`config.mk`:
```
export PLATFORM = sky130hd
export DESIGN_NAME = analogizer_video_out_flat
export DESIGN_NICKNAME = d
export VERILOG_FILES = /design/src/rtl/analogizer_video_out_if.sv /design/src/rtl/analogizer_video_out.sv /design/src/flat_wrapper.sv
export SDC_FILE = /design/constraint.sdc
export NUM_CORES = 1
export LEC_CHECK = 0
export CORE_MARGIN = 1
export CORE_UTILIZATION = 50
export DETAILED_ROUTE_END_ITERATION = 12
export GPL_TIMING_DRIVEN = 0
export MAX_ROUTING_LAYER = met4
export PLACE_DENSITY = 0.75
export SLEW_MARGIN = 20
export SYNTH_ARGS = -nofsm -noshare
export SYNTH_HDL_FRONTEND = slang
export SYNTH_SLANG_ARGS = --single-unit
export TNS_END_PERCENT = 20
```
`constraint.sdc`:
```
create_clock -name clk_vid -period 7.4 [get_ports clk_vid]
set_clock_uncertainty 0.2 [all_clocks]
set_input_delay 0.74 -clock clk_vid [delete_from_list [all_inputs] [get_ports clk_vid]]
set_output_delay 0.74 -clock clk_vid [all_outputs]
set_load 0.05 [all_outputs]
```
`src/rtl/analogizer_video_out_if.sv`:
```
// Video bus between the emu video outputs and the Analogizer SNAC pin packer.
//  in_rgb     {R[7:0],G[7:0],B[7:0]} pixel data, clk_vid domain
//  in_hs      horizontal sync, active-high
//  in_vs      vertical sync, active-high
//  in_de      data enable, 1 = active pixel
//  bank3_out  {R[7:2], hs_pin, vs_pin}
//  bank2_out  {B[2], de_pin, G[7:2]}
//  bank1_out  {B[7:3]}
// master: video source side; slave: the pin packer.
interface analogizer_video_out_if;
  logic [23:0] in_rgb;
  logic        in_hs;
  logic        in_vs;
  logic        in_de;
  logic [7:0]  bank3_out;
  logic [7:0]  bank2_out;
  logic [4:0]  bank1_out;

  modport master (
    output in_rgb, in_hs, in_vs, in_de,
    input  bank3_out, bank2_out, bank1_out
  );

  modport slave (
    input  in_rgb, in_hs, in_vs, in_de,
    output bank3_out, bank2_out, bank1_out
  );
endinterface

```
`src/rtl/analogizer_video_out.sv`:
```
// Registers the emu RGB888/HS/VS/DE stream and packs RGB666, sync and DE onto the three SNAC
// cart-bank buses feeding the Analogizer RGB DAC. Measures line length and HS width and builds
// composite sync (OR, XOR or serrated) for RGBS monitors. bank1[5] (video clock) is driven elsewhere.
//  clk_vid     pixel clock
//  reset_l     asynchronous active-low reset
//  vid         video bus (slave): in_rgb/in_hs/in_vs/in_de in, bank3/bank2/bank1 out
//  csync_mode  0 separate H/V, 1 OR, 2 XOR, 3 serrated (falls back to XOR when unlocked)
//  blank_en    force RGB to 0 while in_de = 0
//  line_len    last accepted line length in clocks
//  locked      two consecutive equal line lengths seen
module analogizer_video_out #(
  parameter int unsigned CNT_W        = 12,
  parameter int unsigned MIN_LINE     = 256,
  parameter bit          OUT_SYNC_LOW = 1'b1
) (
  input  logic                       clk_vid,
  input  logic                       reset_l,
  analogizer_video_out_if.slave      vid,
  input  logic [1:0]                 csync_mode,
  input  logic                       blank_en,
  output logic [CNT_W-1:0]           line_len,
  output logic                       locked
);

  logic             r_hs_d;
  logic [CNT_W-1:0] r_lcnt;
  logic [CNT_W-1:0] r_line_len;
  logic             r_locked;
  logic [CNT_W-1:0] r_wcnt;
  logic [CNT_W-1:0] r_hs_width;
  logic             r_hs_acc;
  logic [CNT_W-1:0] r_scnt;
  logic [7:0]       r_bank3;
  logic [7:0]       r_bank2;
  logic [4:0]       r_bank1;

  logic             w_hs_rise;
  logic             w_hs_fall;
  logic             w_lcnt_sat;
  logic [CNT_W-1:0] w_lcnt_inc;
  logic             w_accept;
  logic             w_half;
  logic             w_pulse_start;
  logic [CNT_W-1:0] w_scnt_now;
  logic             w_serr_low;
  logic             w_hs_val;
  logic             w_vs_val;
  logic [23:0]      w_rgb;
  logic             w_unused_rgb;

  assign w_hs_rise  = vid.in_hs & ~r_hs_d;
  assign w_hs_fall  = ~vid.in_hs & r_hs_d;
  assign w_lcnt_sat = &r_lcnt;
  assign w_lcnt_inc = w_lcnt_sat ? r_lcnt : r_lcnt + 1'b1;
  // Rises closer together than MIN_LINE are glitches: the line keeps counting.
  assign w_accept   = w_hs_rise & (32'(w_lcnt_inc) >= MIN_LINE);
  assign w_half     = (r_lcnt == (r_line_len >> 1));

  // Serration pulse: a start (re)loads hs_width; low while the count is non-zero, so
  // overlapping pulses merge and the later one decides the end.
  assign w_pulse_start = w_accept | w_half;
  assign w_scnt_now    = w_pulse_start ? r_hs_width : r_scnt;
  assign w_serr_low    = (w_scnt_now != '0);

  always_comb begin
    w_hs_val = 1'b0;
    w_vs_val = 1'b0;
    unique case (csync_mode)
      2'd0: begin
        w_hs_val = vid.in_hs;
        w_vs_val = vid.in_vs;
      end
      2'd1: w_hs_val = vid.in_hs | vid.in_vs;
      2'd2: w_hs_val = vid.in_hs ^ vid.in_vs;
      2'd3: begin
        if (!r_locked)       w_hs_val = vid.in_hs ^ vid.in_vs;
        else if (!vid.in_vs) w_hs_val = vid.in_hs;
        else                 w_hs_val = ~w_serr_low;
      end
      default: ;
    endcase
  end

  assign w_rgb        = (blank_en && !vid.in_de) ? 24'h0 : vid.in_rgb;
  assign w_unused_rgb = ^{w_rgb[17:16], w_rgb[9:8], w_rgb[1:0]};

  always_ff @(posedge clk_vid or negedge reset_l) begin
    if (!reset_l) begin
      r_hs_d     <= 1'b0;
      r_lcnt     <= '0;
      r_line_len <= '0;
      r_locked   <= 1'b0;
      r_wcnt     <= '0;
      r_hs_width <= '0;
      r_hs_acc   <= 1'b0;
      r_scnt     <= '0;
      r_bank3    <= {6'b0, OUT_SYNC_LOW, OUT_SYNC_LOW};
      r_bank2    <= '0;
      r_bank1    <= '0;
    end else begin
      r_hs_d <= vid.in_hs;
      r_lcnt <= w_accept ? '0 : w_lcnt_inc;

      if (w_accept) begin
        r_line_len <= w_lcnt_inc;
        r_locked   <= (w_lcnt_inc == r_line_len);
      end else if (w_lcnt_sat) begin
        // HS lost: drop lock but keep the last good length.
        r_locked <= 1'b0;
      end

      // The rise clock itself is the first high clock, so the count restarts at 1.
      if (w_accept) begin
        r_wcnt <= {{(CNT_W-1){1'b0}}, 1'b1};
      end else if (vid.in_hs && !(&r_wcnt)) begin
        r_wcnt <= r_wcnt + 1'b1;
      end

      // Only the width of an accepted HS pulse is kept; glitch pulses are not measured.
      if (w_accept) begin
        r_hs_acc <= 1'b1;
      end else if (w_hs_fall) begin
        r_hs_acc <= 1'b0;
      end
      if (w_hs_fall && r_hs_acc) begin
        r_hs_width <= r_wcnt;
      end

      r_scnt <= w_serr_low ? w_scnt_now - 1'b1 : '0;

      r_bank3 <= {w_rgb[23:18], w_hs_val ^ OUT_SYNC_LOW, w_vs_val ^ OUT_SYNC_LOW};
      r_bank2 <= {w_rgb[2], vid.in_de, w_rgb[15:10]};
      r_bank1 <= w_rgb[7:3];
    end
  end

  assign vid.bank3_out = r_bank3;
  assign vid.bank2_out = r_bank2;
  assign vid.bank1_out = r_bank1;
  assign line_len      = r_line_len;
  assign locked        = r_locked;

endmodule

```
`src/flat_wrapper.sv`:
```
// flat-port wrapper written by rule: the top's interface ports become plain ports
module analogizer_video_out_flat 
#(
  parameter int unsigned CNT_W        = 12,
  parameter int unsigned MIN_LINE     = 256,
  parameter bit          OUT_SYNC_LOW = 1'b1
)
  (clk_vid, reset_l, csync_mode, blank_en, line_len, locked, vid_in_rgb, vid_in_hs, vid_in_vs, vid_in_de, vid_bank3_out, vid_bank2_out, vid_bank1_out);
  analogizer_video_out_if vid_i ();
  input  logic clk_vid;
  input  logic reset_l;
  input  logic [1:0] csync_mode;
  input  logic blank_en;
  output logic [CNT_W-1:0] line_len;
  output logic locked;
  input wire logic [$bits(vid_i.in_rgb)-1:0] vid_in_rgb;
  input wire logic [$bits(vid_i.in_hs)-1:0] vid_in_hs;
  input wire logic [$bits(vid_i.in_vs)-1:0] vid_in_vs;
  input wire logic [$bits(vid_i.in_de)-1:0] vid_in_de;
  output wire logic [$bits(vid_i.bank3_out)-1:0] vid_bank3_out;
  output wire logic [$bits(vid_i.bank2_out)-1:0] vid_bank2_out;
  output wire logic [$bits(vid_i.bank1_out)-1:0] vid_bank1_out;
  assign vid_i.in_rgb = vid_in_rgb;
  assign vid_i.in_hs = vid_in_hs;
  assign vid_i.in_vs = vid_in_vs;
  assign vid_i.in_de = vid_in_de;
  assign vid_bank3_out = vid_i.bank3_out;
  assign vid_bank2_out = vid_i.bank2_out;
  assign vid_bank1_out = vid_i.bank1_out;
  analogizer_video_out #(.CNT_W(CNT_W), .MIN_LINE(MIN_LINE), .OUT_SYNC_LOW(OUT_SYNC_LOW)) u_core (.clk_vid(clk_vid), .reset_l(reset_l), .vid(vid_i), .csync_mode(csync_mode), .blank_en(blank_en), .line_len(line_len), .locked(locked));
endmodule
```
==> results of run 1 <==
## flip-flops by register name, indices dropped and copies added (netlist names)
| name | cells |
|---|---|
| u_core.r_hs_acc | 1 |
| u_core.locked | 1 |
| u_core.vid.bank2_out | 8 |
| u_core.r_hs_width | 12 |
| u_core.r_lcnt | 12 |
| u_core.r_hs_d | 1 |
| u_core.vid.bank1_out | 5 |
| u_core.line_len | 12 |
| u_core.vid.bank3_out | 8 |
| u_core.r_scnt | 12 |
| u_core.r_wcnt | 12 |
## final cells by class
class / instances / area share
well taps: 105 / 0.0248
flip-flops and latches: 84 / 0.398
clock inverters: 6 / 0.00899
clock buffers: 10 / 0.0241
multi-input cells: 325 / 0.407
inverters: 5 / 0.00355
plain buffers: 17 / 0.0168
repair buffers: 60 / 0.116
## per-stage QoR
step	cell area, µm²	hold slack [ns]	power [mW]	instances
after CTS	5290	0.150	1.74	612
final	5290	0.138	1.73	612
after floorplan	4370	0.244	1.23	431
after global routing	5290	0.156	1.85	612
after global placement	5090	0.299	1.41	595
after detailed placement	5110	0.301	1.43	596
## cell families after synthesis
| kind of cell | synth area share |
|---|---|
| simple gates | 0.226 |
| mux | 0.0656 |
| compound gates | 0.0914 |
| flops | 0.482 |
| buf+inv | 0.0246 |
| fa+ha+maj | 0.0143 |
| xor+xnor | 0.0963 |
## worst min-delay path by stage
stage / start / to / slack, ns / depth (start not counted)
after floorplan: reset_l / u_core.line_len[0] / 0.24 / 0
final: reset_l / u_core.vid.bank3_out[7] / 0.14 / 1
after global placement: u_core.r_hs_width[0] / u_core.r_scnt[0] / 0.30 / 1
after CTS: reset_l / u_core.vid.bank3_out[7] / 0.15 / 1
after global routing: reset_l / u_core.vid.bank3_out[7] / 0.16 / 1
after detailed placement: u_core.r_hs_width[0] / u_core.r_scnt[0] / 0.30 / 1
## report_power, final
part | internal, mW | total, mW | leakage (nW) | switching (mW)
sequential | 0.566 | 0.690 | 1.08 | 0.123
combinational | 0.312 | 0.740 | 1.18 | 0.427
clock | 0.125 | 0.301 | 0.0872 | 0.176
total | 1.00 | 1.73 | 2.35 | 0.727
## metal layers
| layer | track usage | up-vias | share of wire |
|---|---|---|---|
| met3 | 0.0606 | 9 | 0.059 |
| met5 | - | - | 0 |
| met2 | 0.338 | 95 | 0.45 |
| met4 | 0.0485 | 0 | 0.0057 |
| li1 | - | 1644 | - |
| met1 | 0.326 | 1635 | 0.48 |
## synthesized netlist by cell type, types with 2 or more instances
master,instances,share of area
clkbuf_1,5,0.0043
o311ai_0,2,0.0040
dfstp_2,2,0.012
nor2_1,49,0.042
and2_1,18,0.026
nand2b_1,7,0.010
nand3_1,14,0.016
or4_1,2,0.0034
xor2_1,31,0.062
xnor2_1,17,0.034
and3_1,4,0.0057
a21o_1,6,0.010
o211ai_1,2,0.0034
nand4b_1,2,0.0040
dfrtp_1,82,0.47
nor2b_1,6,0.0086
ha_1,5,0.014
a211oi_1,5,0.0086
a31oi_1,3,0.0043
o21ai_0,25,0.029
buf_4,2,0.0034
buf_2,8,0.0092
mux2i_1,10,0.023
nor3_1,6,0.0069
nor3b_1,2,0.0034
or3_1,3,0.0043
nand3b_1,4,0.0069
mux2_2,14,0.036
nor4_1,10,0.014
nand4_1,7,0.010
a21oi_1,11,0.013
nor4_4,2,0.0097
nand2_1,38,0.033
inv_1,5,0.0043
==> qor.csv, run 1 <==
metric;value;unit
ys_async_sr_fraction;1.00;
final_core_util;0.634;
netlist_area;0.00437;mm²
slew_headroom;0.642;
clock_path_buffers;2;
peakVddDrop;0.140;mV
grt_max_degree;49;
wl_per_cell;15.1;µm
path_class;flip-flop to flip-flop;
drive_gt1_frac;0.108;
cts-buffers-inserted;9;
antenna_found_initial;0;
rr_worst_depth;16;
yosysUniqueCellTypes;56;
cts_root_buffer;clkbuf_8;
worstPathRequired;7.47;ns
io_pins;66;
endpoint_kind;flip-flop;
finalSetupViolCount;0;
vias;3383;
clk_pin_slew_worst_paths;0.09;ns
cts_tree;done;
max_clock_freq;0.229;GHz
n_antenna_cell;0;
syn_avg_cell_area;10.1;µm²
path_cells;ha_1 -> clkbuf_1 -> nand2_1 -> nor3_4 -> mux2i_1 -> o21ai_4 -> nand2_4 -> buf_2 -> mux2i_1 -> ha_1 -> nand3b_1 -> or4_1 -> nor3_1 -> a21o_1 -> nand2_1 -> o21ai_0;
timing.rr.end;u_core.r_scnt[10];
core-area;0.00834;mm²
cts.sinks;84;
dp_slack;2.90;ns
totalWireLength;9230;µm
cp_max_fo;10;
synth-seq-cells;84;
rsz0062_at_grt;false;
multiInputGateArea;0.00215;mm²
finalWorstSetupSlack;3.02;ns
grt_pass1_vias;3286;
cpMaxStageDelayCell;dfrtp_1;
leakagePower;2.35;nW
crit_path_start_kind;flip-flop;
row_count;33;
drc;0;
syn-num-nets;468;
period_minus_slack;4.38;ns
yosysSeqAreaShare;0.482;
io_buffers;59;
critical_path.startpoint;u_core.r_lcnt[1];
nets;539;
setup-tns-final;0;ns
seq_area;0.00210;mm²
synth_edf_count;0;
dp_hpwl;6800;µm
layout_common_cells;dfrtp_1, clkdlybuf4s50_1, nor2_1, nand2_1, xor2_1;
hold_viol;0;
cts_resized;0;
overflow;0;
grt_first_pass_wirelength;15600;µm
ant_nets;0;
track_usage;0.232;
worst-path-buf-inv;2;
synthFlopType;dfrtp_1;
syn_to_final_growth;21.1;%
routed_via_density;5.53;
clock_latency;0.36;ns
slowest_delay;0.48;ns
die_w;95.5;µm
finalMaxSlewViolations;0;
drt-initial-drc-count;193;
dieHeight;95.5;µm
synth_cells;431;
crit_end;u_core.r_scnt[10];
cap_violations;0;
post_cts_buffers;0;
yosysWarnings;0;
htreeDepth;3;
min_path_type;input port to asynchronous set/reset pin;
holdBufCountCts;0;
first_pass_iters;4;
worstMarginPinSlew;0.537;ns
timing.rr.start;u_core.r_lcnt[1];
rrSetupSlack;3.02;ns
start_util;0.524;
globalplace.congestion;0.871;
cp.depth;16;
p_per_area;327;mW/mm²
crit_family;simple AND/OR/NAND/NOR gates;
dieArea;0.00911;mm²
final_common_cell;dfrtp_1;
finalCritPeriodShare;0.591;
status;completed;
arrival;4.45;ns
fillers;685;
Note: power is estimated with default switching activity, not from simulation.
==> run 2: changes to the inputs <==
Settings changed: CORE_UTILIZATION 50 to 49, PLACE_DENSITY 0.75 to 0.76.
Clock period 7.4 ns to 3.6 ns, I/O delays scaled along.
==> run 2 against run 1 <==
  * Register-to-register slack worse by 2.9 ns
  * Power is 130% higher
  * Die area is 2.0% higher
  * Combinational power is 130% higher
  * Largest cell class unchanged
  * Highest routed layer unchanged
==> qor.csv, run 2 (synthesized netlist as in run 1, its figures left out) <==
metric;value;unit
status;completed;
p_per_area;699;mW/mm²
drt-initial-drc-count;228;
clk_pin_slew_worst_paths;0.08;ns
final_core_util;0.642;
slowest_delay;0.35;ns
path_common_cell;buf_4;
die_w;96.4;µm
leakagePower;2.47;nW
cts.sinks;84;
nets;556;
hold_viol;0;
clock_latency;0.35;ns
path_class;flip-flop to flip-flop;
worstMarginPinSlew;0.614;ns
crit_path_start_kind;flip-flop;
vias;3529;
start_util;0.503;
path_cells;buf_4 -> nand3_4 -> buf_4 -> nor3_4 -> mux2i_4 -> o21ai_4 -> buf_4 -> and3_1 -> a21oi_4 -> ha_1 -> nor3b_2 -> nand3_1 -> mux2i_2 -> buf_6 -> a211oi_1;
worstPathRequired;3.62;ns
finalWorstSetupSlack;0.150;ns
worst-path-buf-inv;4;
drc;0;
grt_pass1_vias;3339;
max_clock_freq;0.290;GHz
cap_violations;0;
fillers;688;
ant_nets;0;
syn_to_final_growth;27.7;%
post-place-cells;599;
htreeDepth;3;
globalplace.congestion;0.869;
endpoint_kind;flip-flop;
period_minus_slack;3.45;ns
layout_common_cells;dfrtp_1, clkdlybuf4s50_1, nor2_1, nand2_1, xor2_1;
cp_max_fo;10;
slew_headroom;0.591;
dieArea;0.00929;mm²
fin_cells;632;
overflow;0;
dp_slack;-0.535;ns
drive_gt1_frac;0.160;
final_common_cell;dfrtp_1;
totalWireLength;9840;µm
clock_path_buffers;2;
cts-buffers-inserted;9;
finalCritPeriodShare;0.958;
grt_first_pass_wirelength;15900;µm
track_usage;0.234;
hold_ws;0.266;ns
dpl_cell_area;0.00512;mm²
setup-tns-final;0;ns
power.total;3.89;mW
finalMaxSlewViolations;0;
antenna_found_initial;0;
cts_tree;done;
design_area;0.00557;mm²
dieHeight;96.4;µm
core-area;0.00868;mm²
wl_per_cell;15.6;µm
n_antenna_cell;0;
arrival;3.47;ns
cpMaxStageDelayCell;dfrtp_1;
dp_hpwl;6810;µm
grt_max_degree;60;
first_pass_iters;5;
crit_family;simple AND/OR/NAND/NOR gates;
finalSetupViolCount;0;
routed_via_density;5.58;
row_count;34;
peakVddDrop;0.317;mV
min_path_type;input port to asynchronous set/reset pin;
cts_root_buffer;clkbuf_8;
io_pins;66;
io_buffers;59;
==> run 2: cell count changes in the layout (fill, tap and decap cells not counted), moves of 2 or more <==
cell and change:
buf_4 +18, buf_2 -2, bufinv_16 +2, clkbuf_1 -2, clkinv_4 -2, dfrtp_1 -2, dfrtp_2 +2, mux2i_1 -2
mux2i_4 +2
==> run 2: final cells by class <==
class,instances,area (µm²),share of cell area
tap,108,135,0.0242
clock buffer,10,138,0.0247
sequential,84,2110,0.378
clock inverter,6,86.3,0.0155
buffer,16,90.1,0.0162
inverter,5,18.8,0.00337
timing repair buffer,78,766,0.137
multi-input combinational,325,2230,0.401
==> run 2: worst reg2reg max path, stage by stage (launching register included) <==
cell and delay [ns]:
dfrtp_1 0.35, buf_4 0.17, nand3_4 0.12, buf_4 0.18
nor3_4 0.25, mux2i_4 0.31, o21ai_4 0.10, buf_4 0.19
and3_1 0.21, a21oi_4 0.15, ha_1 0.20, nor3b_2 0.23
nand3_1 0.14, mux2i_2 0.28, buf_6 0.19, a211oi_1 0.06
==> run 2: path summary, 6_finish.rpt <==
path / slack [ns] / endpoint / startpoint / depth (start not counted)
max in group asynchronous: 2.31 / u_core.vid.bank3_out[1] / reset_l / 3
min reg2reg: 0.36 / u_core.line_len[0] / u_core.line_len[0] / 2
max: 0.15 / u_core.r_scnt[0] / u_core.r_lcnt[4] / 15
min in group clk_vid: 0.27 / u_core.vid.bank2_out[6] / vid_in_de / 1
max reg2reg: 0.15 / u_core.r_scnt[0] / u_core.r_lcnt[4] / 15
min: 0.27 / u_core.r_lcnt[3] / reset_l / 2
==> run 2: power breakdown <==
group / switching (mW) / leakage [nW] / internal [mW]
sequential: 0.260 / 1.07 / 1.17
combinational: 0.958 / 1.29 / 0.759
clock: 0.340 / 0.113 / 0.410
total: 1.56 / 2.47 / 2.34
==> run 2: layer usage <==
metal | up-vias | GRT usage | part of all wire
met5 | - | - | 0
met4 | 0 | 0.0502 | 0.011
met3 | 11 | 0.0603 | 0.073
met2 | 116 | 0.345 | 0.46
met1 | 1726 | 0.329 | 0.45
li1 | 1676 | - | -
==> run 2: timing repair <==
item                                    4_1_cts  5_1_grt
endpoints found under the setup margin       13       12
gates resized for setup                       8       12
pin swaps                                     3        5
endpoints found under the hold margin        25        0
hold buffers                                  1        0
setup buffers                                 8        9
